===== src/rtl/pipe_wb_reg.sv =====
// rtl/pipe_wb_reg.sv - MEM/WB boundary register with write sanitising, stall/bubble/flush control and perf counters
module pipe_wb_reg #(
  parameter int NCH     = 2,
  parameter int DATA_W  = 32,
  parameter int ADDR_W  = 5,
  parameter int STALL_W = 6,
  parameter int STAGE   = 4,
  parameter int CNT_W   = 16
) (
  input  logic                    clk,
  input  logic                    rst_n,
  input  logic [STALL_W-1:0]      stall,
  input  logic                    flush,
  input  logic                    in_valid,
  input  logic [NCH-1:0]          in_we,
  input  logic [NCH*ADDR_W-1:0]   in_waddr,
  input  logic [NCH*DATA_W-1:0]   in_wdata,
  input  logic                    in_we_hilo,
  input  logic [DATA_W-1:0]       in_hi,
  input  logic [DATA_W-1:0]       in_lo,
  output logic                    out_valid,
  output logic [NCH-1:0]          out_we,
  output logic [NCH*ADDR_W-1:0]   out_waddr,
  output logic [NCH*DATA_W-1:0]   out_wdata,
  output logic                    out_we_hilo,
  output logic [DATA_W-1:0]       out_hi,
  output logic [DATA_W-1:0]       out_lo,
  output logic                    waw_sticky,
  output logic [CNT_W-1:0]        stall_cnt,
  output logic [CNT_W-1:0]        bubble_cnt
);

  localparam logic [CNT_W-1:0] CNT_ONE = CNT_W'(1);

  logic downstream_stall;
  logic do_bubble;
  logic do_hold;
  logic [NCH-1:0] we_base;
  logic [NCH-1:0] we_san;
  logic waw_hit;
  logic [ADDR_W-1:0] addr_ch [NCH];
  logic unused_stall_bits;

  assign unused_stall_bits = ^stall;

  // The last stage has nothing downstream, so it can never be held by a later stage.
  generate
    if (STAGE + 1 < STALL_W) begin : g_ds
      assign downstream_stall = stall[STAGE+1];
    end else begin : g_no_ds
      assign downstream_stall = 1'b0;
    end
  endgenerate

  assign do_bubble = flush | (stall[STAGE] & ~downstream_stall);
  assign do_hold   = ~flush & stall[STAGE] & downstream_stall;

  always_comb begin
    we_base = '0;
    we_san  = '0;
    waw_hit = 1'b0;
    for (int k = 0; k < NCH; k++) begin
      addr_ch[k] = in_waddr[k*ADDR_W +: ADDR_W];
      we_base[k] = in_we[k] & in_valid & (addr_ch[k] != '0);
    end
    we_san = we_base;
    // Lower channel loses a same-address conflict; its address/data still load.
    for (int j = 0; j < NCH; j++) begin
      for (int k = j + 1; k < NCH; k++) begin
        if (we_base[j] && we_base[k] && (addr_ch[j] == addr_ch[k])) begin
          we_san[j] = 1'b0;
          waw_hit   = 1'b1;
        end
      end
    end
  end

  always_ff @(posedge clk or negedge rst_n) begin
    if (!rst_n) begin
      out_valid   <= 1'b0;
      out_we      <= '0;
      out_waddr   <= '0;
      out_wdata   <= '0;
      out_we_hilo <= 1'b0;
      out_hi      <= '0;
      out_lo      <= '0;
      waw_sticky  <= 1'b0;
      stall_cnt   <= '0;
      bubble_cnt  <= '0;
    end else if (do_bubble) begin
      out_valid   <= 1'b0;
      out_we      <= '0;
      out_waddr   <= '0;
      out_wdata   <= '0;
      out_we_hilo <= 1'b0;
      out_hi      <= '0;
      out_lo      <= '0;
      if (bubble_cnt != '1) bubble_cnt <= bubble_cnt + CNT_ONE;
    end else if (do_hold) begin
      if (stall_cnt != '1) stall_cnt <= stall_cnt + CNT_ONE;
    end else begin
      out_valid   <= in_valid;
      out_we      <= we_san;
      out_waddr   <= in_waddr;
      out_wdata   <= in_wdata;
      out_we_hilo <= in_we_hilo & in_valid;
      out_hi      <= in_hi;
      out_lo      <= in_lo;
      waw_sticky  <= waw_sticky | waw_hit;
    end
  end

endmodule


===== config.mk =====
export PLATFORM = sky130hd
export DESIGN_NAME = pipe_wb_reg
export DESIGN_NICKNAME = d
export VERILOG_FILES = /design/src/rtl/pipe_wb_reg.sv
export SDC_FILE = /design/constraint.sdc
export NUM_CORES = 1
export LEC_CHECK = 0
export BUFFER_PORTS_ARGS = -buffer_cell sky130_fd_sc_hd__clkbuf_2
export CORE_ASPECT_RATIO = 0.5
export CORE_MARGIN = 4
export CORE_UTILIZATION = 25
export CTS_BUF_LIST = sky130_fd_sc_hd__clkbuf_4
export CTS_CLUSTER_DIAMETER = 60
export DETAILED_ROUTE_END_ITERATION = 8
export PLACE_DENSITY_LB_ADDON = 0.3
export SYNTH_ARGS = -nofsm -noshare
export SYNTH_HDL_FRONTEND = slang
export SYNTH_SLANG_ARGS = --single-unit

===== constraint.sdc =====
create_clock -name clk -period 5.2 [get_ports clk]
set_clock_uncertainty 0.2 [all_clocks]
set_input_delay 0.52 -clock clk [delete_from_list [all_inputs] [get_ports clk]]
set_output_delay 0.52 -clock clk [all_outputs]
set_load 0.03 [all_outputs]

==> results.sh, run 1 <==
export IMPL_relSlewSlack_pct=27.3
export IMPL_p_leak_uw=0.00534
export IMPL_area_delta_synth_final_pct=55.1
export IMPL_ys_async_sr_fraction_pct=100
export IMPL_ir_worst_vdd_mv=0.139
export IMPL_cp_data_required_time_ns=5.54
export IMPL_grt_ovfl_total=0
export IMPL_fp_coreArea_sq_um=26400
export IMPL_final_setup_tns_ns=0
export IMPL_grt_max_degree=103
export IMPL_ys_types=44
export IMPL_syn_area_per_cell_sq_um=14.0
export IMPL_hpwl_mm=14.7
export IMPL_die_h_microns=124
export IMPL_drt_pass1_iter_count=5
export IMPL_busiest_layer="met2"
export IMPL_ys_ff_latch=175
export IMPL_grt_first_pass_wirelength_mm=34.0
export IMPL_grtUsageMet2_pct=25.0
export IMPL_die_w_microns=239
export IMPL_post_cts_buffers=0
export IMPL_yosysSeqAreaShare_pct=65.4
export IMPL_clock_fmax_ghz=0.361
export IMPL_drive_above_1_share_pct=39.1
export IMPL_remaining_drc_errors=0
export IMPL_finalSetupViolCount=0
export IMPL_antenna_found_initial=1
export IMPL_hold_path_class="in2reg"
export IMPL_synthesis_nets=630
export IMPL_initial_core_util_pct=25.4
export IMPL_grt_pass1_vias=6212
export IMPL_slew_viol_final=0
export IMPL_end_kind="flip-flop"
export IMPL_crit_arrival_ns=3.11
export IMPL_final_common_cell="clkbuf_2"
export IMPL_cts_sinks=175
export IMPL_detail_route_wl_per_cell_microns=17.5
export IMPL_worstReg2RegStart="bubble_cnt[8]"
export IMPL_fin_crit_sh_pct=53.3
export IMPL_ant_nets=0
export IMPL_grt_util_met1_pct=17.9
export IMPL_synth_top_flop_cell="dfrtp_1"
export IMPL_path_class="in2reg"
export IMPL_start_kind="input pin"
export IMPL_cts_tree="built"
export IMPL_rsz0062_at_grt="no"
export IMPL_gp_congestion=0.774
export IMPL_synth_cells=477
export IMPL_grt_util_all_layers_pct=14.6
export IMPL_finalHoldViolations=0
export IMPL_cts_buffer_depth=2
export IMPL_synth_edf_count=0
export IMPL_synth_warnings=0
export IMPL_num_nets_final=1083
export IMPL_dpl_worst_slack_ns=2.28
export IMPL_die_area_sq_um=29600
export IMPL_cp_max_fo=93
export IMPL_layout_min_cycle_time_ns=2.77
export IMPL_io_pins=326
export IMPL_vias_per_cell=4.64
export IMPL_cellPowerDensity_nw_per_um2=289
export IMPL_numCtsBuffers=17
export IMPL_holdCritStartpoint="stall[5]"
export IMPL_rows=42
export IMPL_layout_common_cells="clkbuf_2 (320), dfrtp_1 (175), dlygate4sd3_1 (145)"
export IMPL_maxCapViolCount=0
export IMPL_port_buffers=321
export IMPL_clk_latency_ns=0.60
export IMPL_routed_wl_mm=22.7
export IMPL_dp_cells=1118
export IMPL_final_cells=1298
export IMPL_final_area_sq_um=10400
export IMPL_status="finished clean"
export IMPL_htreeDepth=4
export IMPL_crit_start="flush"
export IMPL_cts_resized=0
export IMPL_clkTransAtPathRegs_ns=0.15
export IMPL_clockRootBuffer="clkbuf_4"
export IMPL_met3_usage_pct=3.27
export IMPL_syn_area_sq_um=6690
export IMPL_drt_iter0_drc=400
export IMPL_worstMarginPinSlew_ns=1.09
export IMPL_postPlaceCellArea_sq_um=8660
export IMPL_via_count=6025
export IMPL_fin_ws_ns=2.43
state kept, by name (all words and copies together), names as in the netlist:
signal and count:
bubble_cnt 16, out_hi 32, out_we_hilo 1, out_we 2
out_wdata 64, stall_cnt 16, out_waddr 10, out_lo 32
waw_sticky 1, out_valid 1
final cells by class:
| type | instances | area, sq um |
|---|---|---|
| clock buffer | 17 | 128 |
| clock inverter | 15 | 136 |
| tap | 352 | 440 |
| fill | 2520 | 16000 |
| multi-input combinational | 265 | 2170 |
| timing repair buffer | 469 | 3110 |
| inverter | 2 | 7.51 |
| sequential | 175 | 4380 |
| antenna | 3 | 7.51 |
power breakdown:
part           switching, uW  internal, uW
combinational            409           273
sequential              93.1          1460
clock                    527           244
total                   1030          1970
cells in the mapped netlist, types with 4 or more instances:
cell / n / share of area, %
xnor2_1: 17 / 2.2
nor3_1: 6 / 0.45
nand3_1: 7 / 0.52
nor2_1: 6 / 0.34
and3_1: 4 / 0.37
clkbuf_1: 21 / 1.2
o2111ai_1: 5 / 0.65
a22o_1: 138 / 18
buf_2: 8 / 0.60
nand4_1: 5 / 0.47
nand2_1: 14 / 0.79
dfrtp_1: 175 / 65
xor2_1: 17 / 2.2
o211ai_1: 4 / 0.45
buf_1: 5 / 0.28
o21ai_0: 4 / 0.30
layer usage:
layer	share of wire, %	up-vias
met3	4.1	53
met2	53	179
met5	0	-
li1	-	2732
met4	3.0	0
met1	40	3061
metrics by stage:
step	utilization (%)	hold slack, ns	power, uW
floorplan	-	0.0244	1910
global placement	32.8	0.250	2160
detailed placement	32.8	0.260	2170
CTS	39.3	0.139	3050
global route	39.3	0.169	3150
finish	39.3	0.222	3000
critical path, cell delays in order:
cell	delay, ns
clkbuf_2	0.13
and3b_4	0.77
buf_4	0.90
a32o_1	0.20
dlygate4sd3_1	0.54
repair_timing:
| item | 4_1_cts | 5_1_grt |
|---|---|---|
| hold endpoints to repair | 244 | 0 |
| endpoints found under the setup margin | 0 | 0 |
| hold buffers | 145 | 0 |
path summary, 6_finish.rpt:
check                           endpoint  slack (ns)  cells past startpoint
hold / removal              stall_cnt[5]        0.22                      4
hold reg to reg                out_valid        0.30                      2
max in group asynchronous     out_hi[23]        3.44                      3
setup / recovery             out_we_hilo        2.43                      5
setup reg to reg           bubble_cnt[1]        2.86                      4
min in group asynchronous  out_wdata[48]        0.40                      2
logic make-up (layout without fill, tap and decap cells):
| group | Yosys count | after routing | share of synthesized area [%] |
|---|---|---|---|
| AOI/OAI and AO/OA | 159 | 159 | 20.5 |
| xor gates and xnor gates | 34 | 34 | 4.45 |
| adders and majority gates | 2 | 2 | 0.374 |
| buffers and inverters | 37 | 503 | 2.34 |
| DFF | 175 | 175 | 65.4 |
| muxes | 2 | 2 | 0.392 |
| other | 0 | 3 | 0 |
| and+or+nand+nor | 68 | 68 | 6.49 |
(Power assumes the default switching activity.)
==> run 2: changes to the inputs <==
- ABC_AREA: unset -> 1
- clock period: 5.2 -> 2.72 ns (I/O delays scaled with it)
==> results.sh, run 2 <==
export IMPL_status="finished clean"
export IMPL_path_class="in2reg"
export IMPL_grt_util_all_layers_pct=15.9
export IMPL_fin_crit_sh_pct=90.9
export IMPL_initial_core_util_pct=25.7
export IMPL_cts_tree="built"
export IMPL_port_buffers=321
export IMPL_synth_top_area_cell="dfrtp_1"
export IMPL_final_setup_tns_ns=0
export IMPL_layout_min_cycle_time_ns=2.47
export IMPL_synth_edf_count=0
export IMPL_power_frac_comb_pct=21.3
export IMPL_cts_resized=0
export IMPL_antenna_found_initial=1
export IMPL_dpl_worst_slack_ns=0.640
export IMPL_hold_path_class="in2reg"
export IMPL_hpwl_mm=17.3
export IMPL_fillers=2726
export IMPL_vias_per_cell=4.52
export IMPL_die_area_sq_um=31700
export IMPL_worstMarginPinSlew_ns=0.693
export IMPL_ys_ff_latch=175
export IMPL_largest_reg_flops=64
export IMPL_via_count=6949
export IMPL_top_register="out_wdata"
export IMPL_finalSetupViolCount=0
export IMPL_synthTopCellsByCount="dfrtp_1 (175), nand2_1 (172), a22o_1 (130), inv_1 (40), nor2_1 (36)"
export IMPL_top_regs="out_wdata (64), out_hi (32), out_lo (32)"
export IMPL_ys_async_sr_fraction_pct=100
export IMPL_die_h_microns=128
export IMPL_synthMostInstantiatedCell="dfrtp_1"
export IMPL_maxCapViolCount=0
export IMPL_synth_warnings=0
export IMPL_num_nets_final=1294
export IMPL_relSlewSlack_pct=53.8
export IMPL_p_leak_uw=0.00581
export IMPL_clockPowerShare_pct=28.8
export IMPL_cp_data_required_time_ns=3.06
export IMPL_synth_area_leaders="dfrtp_1 (61%), a22o_1 (16%), nand2_1 (9.0%)"
export IMPL_swShare_pct=33.1
export IMPL_start_kind="input pin"
export IMPL_drt_iter0_drc=469
export IMPL_cp_max_fo=14
export IMPL_remaining_drc_errors=0
export IMPL_clock_fmax_ghz=0.405
export IMPL_crit_arrival_ns=2.81
export IMPL_ys_types=28
export IMPL_fin_ws_ns=0.249
export IMPL_detail_route_wl_per_cell_microns=16.6
export IMPL_hold_depth=5
export IMPL_final_common_cell="clkbuf_2"
export IMPL_final_cells=1537
export IMPL_syn_area_per_cell_sq_um=10.8
export IMPL_ir_worst_vdd_mv=0.324
export IMPL_p_sw_uw=1930
export IMPL_seqPwrFrac_pct=50.0
export IMPL_clk_latency_ns=0.60
export IMPL_yosysSeqAreaShare_pct=60.8
export IMPL_internal_power_uw=3910
export IMPL_routed_wl_mm=25.5
export IMPL_drt_pass1_iter_count=5
export IMPL_dp_cells=1344
export IMPL_synth_top_area_share_pct=60.8
export IMPL_synth_cells=669
export IMPL_clockRootBuffer="clkbuf_4"
export IMPL_ant_nets=0
export IMPL_syn_area_sq_um=7200
export IMPL_rsz0062_at_grt="no"
export IMPL_synthesis_nets=822
export IMPL_rows=43
export IMPL_layout_common_cells="clkbuf_2 (320), dfrtp_1 (175), nand2_1 (172)"
export IMPL_grt_pass1_vias=7045
export IMPL_r2r_cells=8
export IMPL_grt_ovfl_total=0
export IMPL_drive_above_1_share_pct=32.4
export IMPL_die_w_microns=248
export IMPL_finalHoldViolations=0
export IMPL_slew_viol_final=0
export IMPL_end_kind="flip-flop"
export IMPL_cts_buffer_depth=2
export IMPL_htreeDepth=4
export IMPL_fin_total_pwr_uw=5840
export IMPL_numCtsBuffers=17
export IMPL_grt_max_degree=110
export IMPL_cts_sinks=175
export IMPL_cellPowerDensity_nw_per_um2=524
export IMPL_io_pins=326
export IMPL_grt_first_pass_wirelength_mm=39.3
export IMPL_clkTransAtPathRegs_ns=0.16
export IMPL_synth_top_flop_cell="dfrtp_1"
export IMPL_fp_coreArea_sq_um=28000
export IMPL_gp_congestion=0.844
export IMPL_area_delta_synth_final_pct=54.8
==> run 2: cell types whose count changed in the layout (fill, tap and decap cells not counted), moves of 5 or more <==
| cell | previous run | this run |
|---|---|---|
| nand2_1 | 14 | 172 |
| inv_1 | 2 | 39 |
| nor2_1 | 5 | 36 |
| dlygate4sd3_1 | 145 | 159 |
| nand3_1 | 7 | 20 |
| nand4_1 | 5 | 15 |
| xnor2_1 | 17 | 7 |
| xor2_1 | 17 | 8 |
| a22o_1 | 138 | 130 |
| o21ai_0 | 4 | 12 |
| nor3_1 | 6 | 1 |
| o2111ai_1 | 5 | 0 |
==> run 2: power by group through the flow <==
stage / clock [uW] / combinational [uW] / sequential [uW]
after floorplan: 0 / 315 / 3250
after global placement: 0 / 1050 / 2960
after detailed placement: 0 / 1060 / 2960
after CTS: 1770 / 1250 / 2910
after global routing: 1860 / 1330 / 2940
final: 1680 / 1240 / 2920
==> run 2: cells by family after synthesis <==
kind of cell | count (synthesis) | share of synthesized area, %
xor+xnor | 15 | 1.83
compound gates | 149 | 17.6
buf+inv | 76 | 4.78
flops | 175 | 60.8
simple gates | 252 | 14.6
fa+ha+maj | 2 | 0.348
==> run 2: worst max-delay path, stage by stage <==
cell	delay [ns]
dlygate4sd3_1	0.53
clkbuf_2	0.13
nor2_4	0.29
dlygate4sd3_1	0.61
buf_4	0.22
a32o_1	0.19
dlygate4sd3_1	0.55
==> run 2: stage by stage <==
step | utilization [%] | hold WS (ns) | area, sq um
after floorplan | - | -0.224 | 7200
after global placement | 32.9 | -0.0152 | 9220
after detailed placement | 32.9 | -0.0122 | 9220
after CTS | 39.7 | 0.0214 | 11100
after global routing | 39.8 | 0.0681 | 11100
final | 39.8 | 0.0955 | 11100
==> run 2: area by class of cell <==
| class | count | area, sq um | share of cell area (%) |
|---|---|---|---|
| flip-flops and latches | 175 | 4380 | 39.3 |
| diodes | 1 | 2.50 | 0.0225 |
| clock inverters | 15 | 181 | 1.63 |
| repair buffers | 488 | 3340 | 30.0 |
| well taps | 382 | 478 | 4.29 |
| multi-input cells | 418 | 2480 | 22.3 |
| clock buffers | 17 | 128 | 1.15 |
| inverters | 41 | 156 | 1.40 |
==> run 2: path summary, 6_finish.rpt <==
check | from | end | slack [ns]
worst max-delay path | flush | out_we_hilo | 0.25
worst min register to register | waw_sticky | waw_sticky | 0.31
worst max register to register | stall_cnt[0] | stall_cnt[14] | 0.60
min in group asynchronous | rst_n | out_waddr[1] | 0.55
worst min-delay path | stall[4] | stall_cnt[7] | 0.1
max in group asynchronous | rst_n | out_lo[0] | 1.28
==> run 2: metal layers <==
layer,vias to the layer above,wire length (microns),GRT usage (%)
li1,3254,-,-
met4,0,758,6.53
met5,-,0,0
met2,165,13600,28.0
met3,45,847,3.03
met1,3485,10300,19.2
==> run 2: timing repair <==
item | in CTS | in global routing
hold buffers | 160 | 0
hold endpoints to repair | 326 | 0
setup buffers | 0 | 0
==> run 3: changes to the inputs <==
- CELL_PAD_IN_SITES_DETAIL_PLACEMENT: unset -> 0
- CELL_PAD_IN_SITES_GLOBAL_PLACEMENT: unset -> 1
==> results.sh, run 3 (synthesis gave the netlist of run 2 again) <==
export IMPL_grt_first_pass_wirelength_mm=38.5
export IMPL_hold_depth=6
export IMPL_die_h_microns=128
export IMPL_layout_min_cycle_time_ns=2.04
export IMPL_ir_worst_vdd_mv=0.281
export IMPL_drt_iter0_drc=403
export IMPL_r2r_cells=9
export IMPL_antenna_found_initial=2
export IMPL_relSlewSlack_pct=59.3
export IMPL_fillers=2751
export IMPL_io_pins=326
export IMPL_power_frac_comb_pct=21.7
export IMPL_clock_fmax_ghz=0.491
export IMPL_hpwl_mm=17.0
export IMPL_maxCapViolCount=0
export IMPL_area_delta_synth_final_pct=53.0
export IMPL_htreeDepth=4
export IMPL_holdCritStartpoint="flush"
export IMPL_via_count=6780
export IMPL_die_area_sq_um=31700
export IMPL_worstReg2RegStart="stall_cnt[0]"
export IMPL_fin_total_pwr_uw=5620
export IMPL_cts_tree="built"
export IMPL_cts_sinks=175
export IMPL_fin_crit_sh_pct=74.9
export IMPL_final_setup_tns_ns=0
export IMPL_numCtsBuffers=17
export IMPL_rsz0062_at_grt="no"
export IMPL_slowest_delay_ns=0.48
export IMPL_top_regs="out_wdata (64), out_hi (32), out_lo (32)"
export IMPL_port_buffers=321
export IMPL_cpMostUsedCell="nand2_1"
export IMPL_finalSetupViolCount=0
export IMPL_crit_path_top_delay_cell="dfrtp_1"
export IMPL_reg2reg_slack_ns=0.68
export IMPL_regArea_sq_um=4380
export IMPL_largest_reg_flops=64
export IMPL_min_to="bubble_cnt[11]"
export IMPL_routed_wl_mm=24.4
export IMPL_initial_core_util_pct=25.7
export IMPL_detail_route_wl_per_cell_microns=15.9
export IMPL_drt_pass1_iter_count=4
export IMPL_dpl_worst_slack_ns=0.669
export IMPL_layout_common_cells="clkbuf_2 (320), dfrtp_1 (175), nand2_1 (172)"
export IMPL_vias_per_cell=4.43
export IMPL_grt_max_degree=134
export IMPL_cellPowerDensity_nw_per_um2=511
export IMPL_crit_arrival_ns=2.39
export IMPL_grt_ovfl_total=0
export IMPL_end_kind="flip-flop"
export IMPL_internal_power_uw=3720
export IMPL_remaining_drc_errors=0
export IMPL_swShare_pct=33.8
export IMPL_post_cts_buffers=0
export IMPL_ant_nets=0
export IMPL_die_w_microns=248
export IMPL_p_sw_uw=1900
export IMPL_hold_ws_ns=0.105
export IMPL_grt_util_all_layers_pct=15.5
export IMPL_clkTransAtPathRegs_ns=0.15
export IMPL_cts_resized=0
export IMPL_cp_max_fo=8
export IMPL_fp_coreArea_sq_um=28000
export IMPL_clockRootBuffer="clkbuf_4"
export IMPL_drive_above_1_share_pct=32.9
export IMPL_slew_viol_final=0
export IMPL_worstReg2RegEnd="stall_cnt[9]"
export IMPL_status="finished clean"
export IMPL_multiInputGateArea_sq_um=2480
export IMPL_cts_buffer_depth=2
export IMPL_grt_pass1_vias=7080
export IMPL_start_kind="flip-flop"
export IMPL_p_leak_uw=0.00573
export IMPL_cp_data_required_time_ns=3.07
export IMPL_hold_path_class="in2reg"
export IMPL_gp_congestion=0.816
export IMPL_fin_ws_ns=0.684
export IMPL_rows=43
export IMPL_clk_latency_ns=0.61
export IMPL_finalHoldViolations=0
export IMPL_clockPowerShare_pct=26.5
export IMPL_path_class="reg2reg"
export IMPL_num_nets_final=1286
export IMPL_crit_path_cell_trace="ha_1 > nand2_1 > nor2_1 > nand2_2 > nor2_4 > a21oi_2 > buf_4 > nand2_1 > nand2_1"
export IMPL_ctsHoldBuffers=150
export IMPL_seqPwrFrac_pct=51.8
export IMPL_final_common_cell="clkbuf_2"
export IMPL_top_register="out_wdata"
export IMPL_worstMarginPinSlew_ns=0.610
## run 3: per-layer routing
| layer | part of all wire [%] | vias to the layer above | global-route usage (%) | wire (microns) |
|---|---|---|---|---|
| met1 | 41 | 3358 | 18.1 | 10000 |
| met4 | 2.8 | 0 | 6.23 | 690 |
| met2 | 52 | 135 | 27.7 | 12800 |
| met3 | 3.7 | 45 | 3.53 | 895 |
| met5 | 0 | - | 0 | 0 |
| li1 | - | 3242 | - | - |
## run 3: layout make-up
cell class                      count  area share [%]
Timing Repair Buffer              480            29.4
Clock buffer                       18            1.23
Multi-Input combinational cell    418            22.5
Antenna cell                        3          0.0682
Clock inverter                     14            1.20
Sequential cell                   175            39.8
Tap cell                          382            4.34
Inverter                           41            1.42
## run 3: how the worst max path moves through the flow
stage             startpoint             end  slack (ns)  depth (start not counted)
2_1_floorplan   stall_cnt[0]    stall_cnt[2]        0.83                          9
3_3_place_gp   bubble_cnt[0]  bubble_cnt[15]        0.69                          7
3_5_place_dp   bubble_cnt[0]   bubble_cnt[2]        0.67                          7
4_1_cts        bubble_cnt[0]   bubble_cnt[9]        0.64                          7
5_1_grt        bubble_cnt[0]  bubble_cnt[15]        0.44                          7
6_report        stall_cnt[0]    stall_cnt[9]        0.68                          9
## run 3: critical path, delay by kind of cell, from the launching register on
family | cells | cell delay, ns
buf+inv | 1 | 0.23
flops | 1 | 0.48
compound gates | 1 | 0.31
fa+ha+maj | 1 | 0.32
simple gates | 6 | 0.45
## run 3: stage by stage
| step | instances | instance area (sq um) | util [%] |
|---|---|---|---|
| final | 1531 | 11000 | 39.3 |
| after global routing | 1531 | 11000 | 39.3 |
| after CTS | 1528 | 11000 | 39.3 |
| after detailed placement | 1346 | 9220 | 32.9 |
| after global placement | 1346 | 9220 | 32.9 |
| after floorplan | 669 | 7200 | - |
## run 3: power groups by stage
stage	sequential (uW)	combinational (uW)	clock, uW
floorplan	3250	315	0
global placement	2950	1050	0
detailed placement	2960	1060	0
CTS	2910	1240	1580
global route	2940	1320	1700
finish	2910	1220	1490
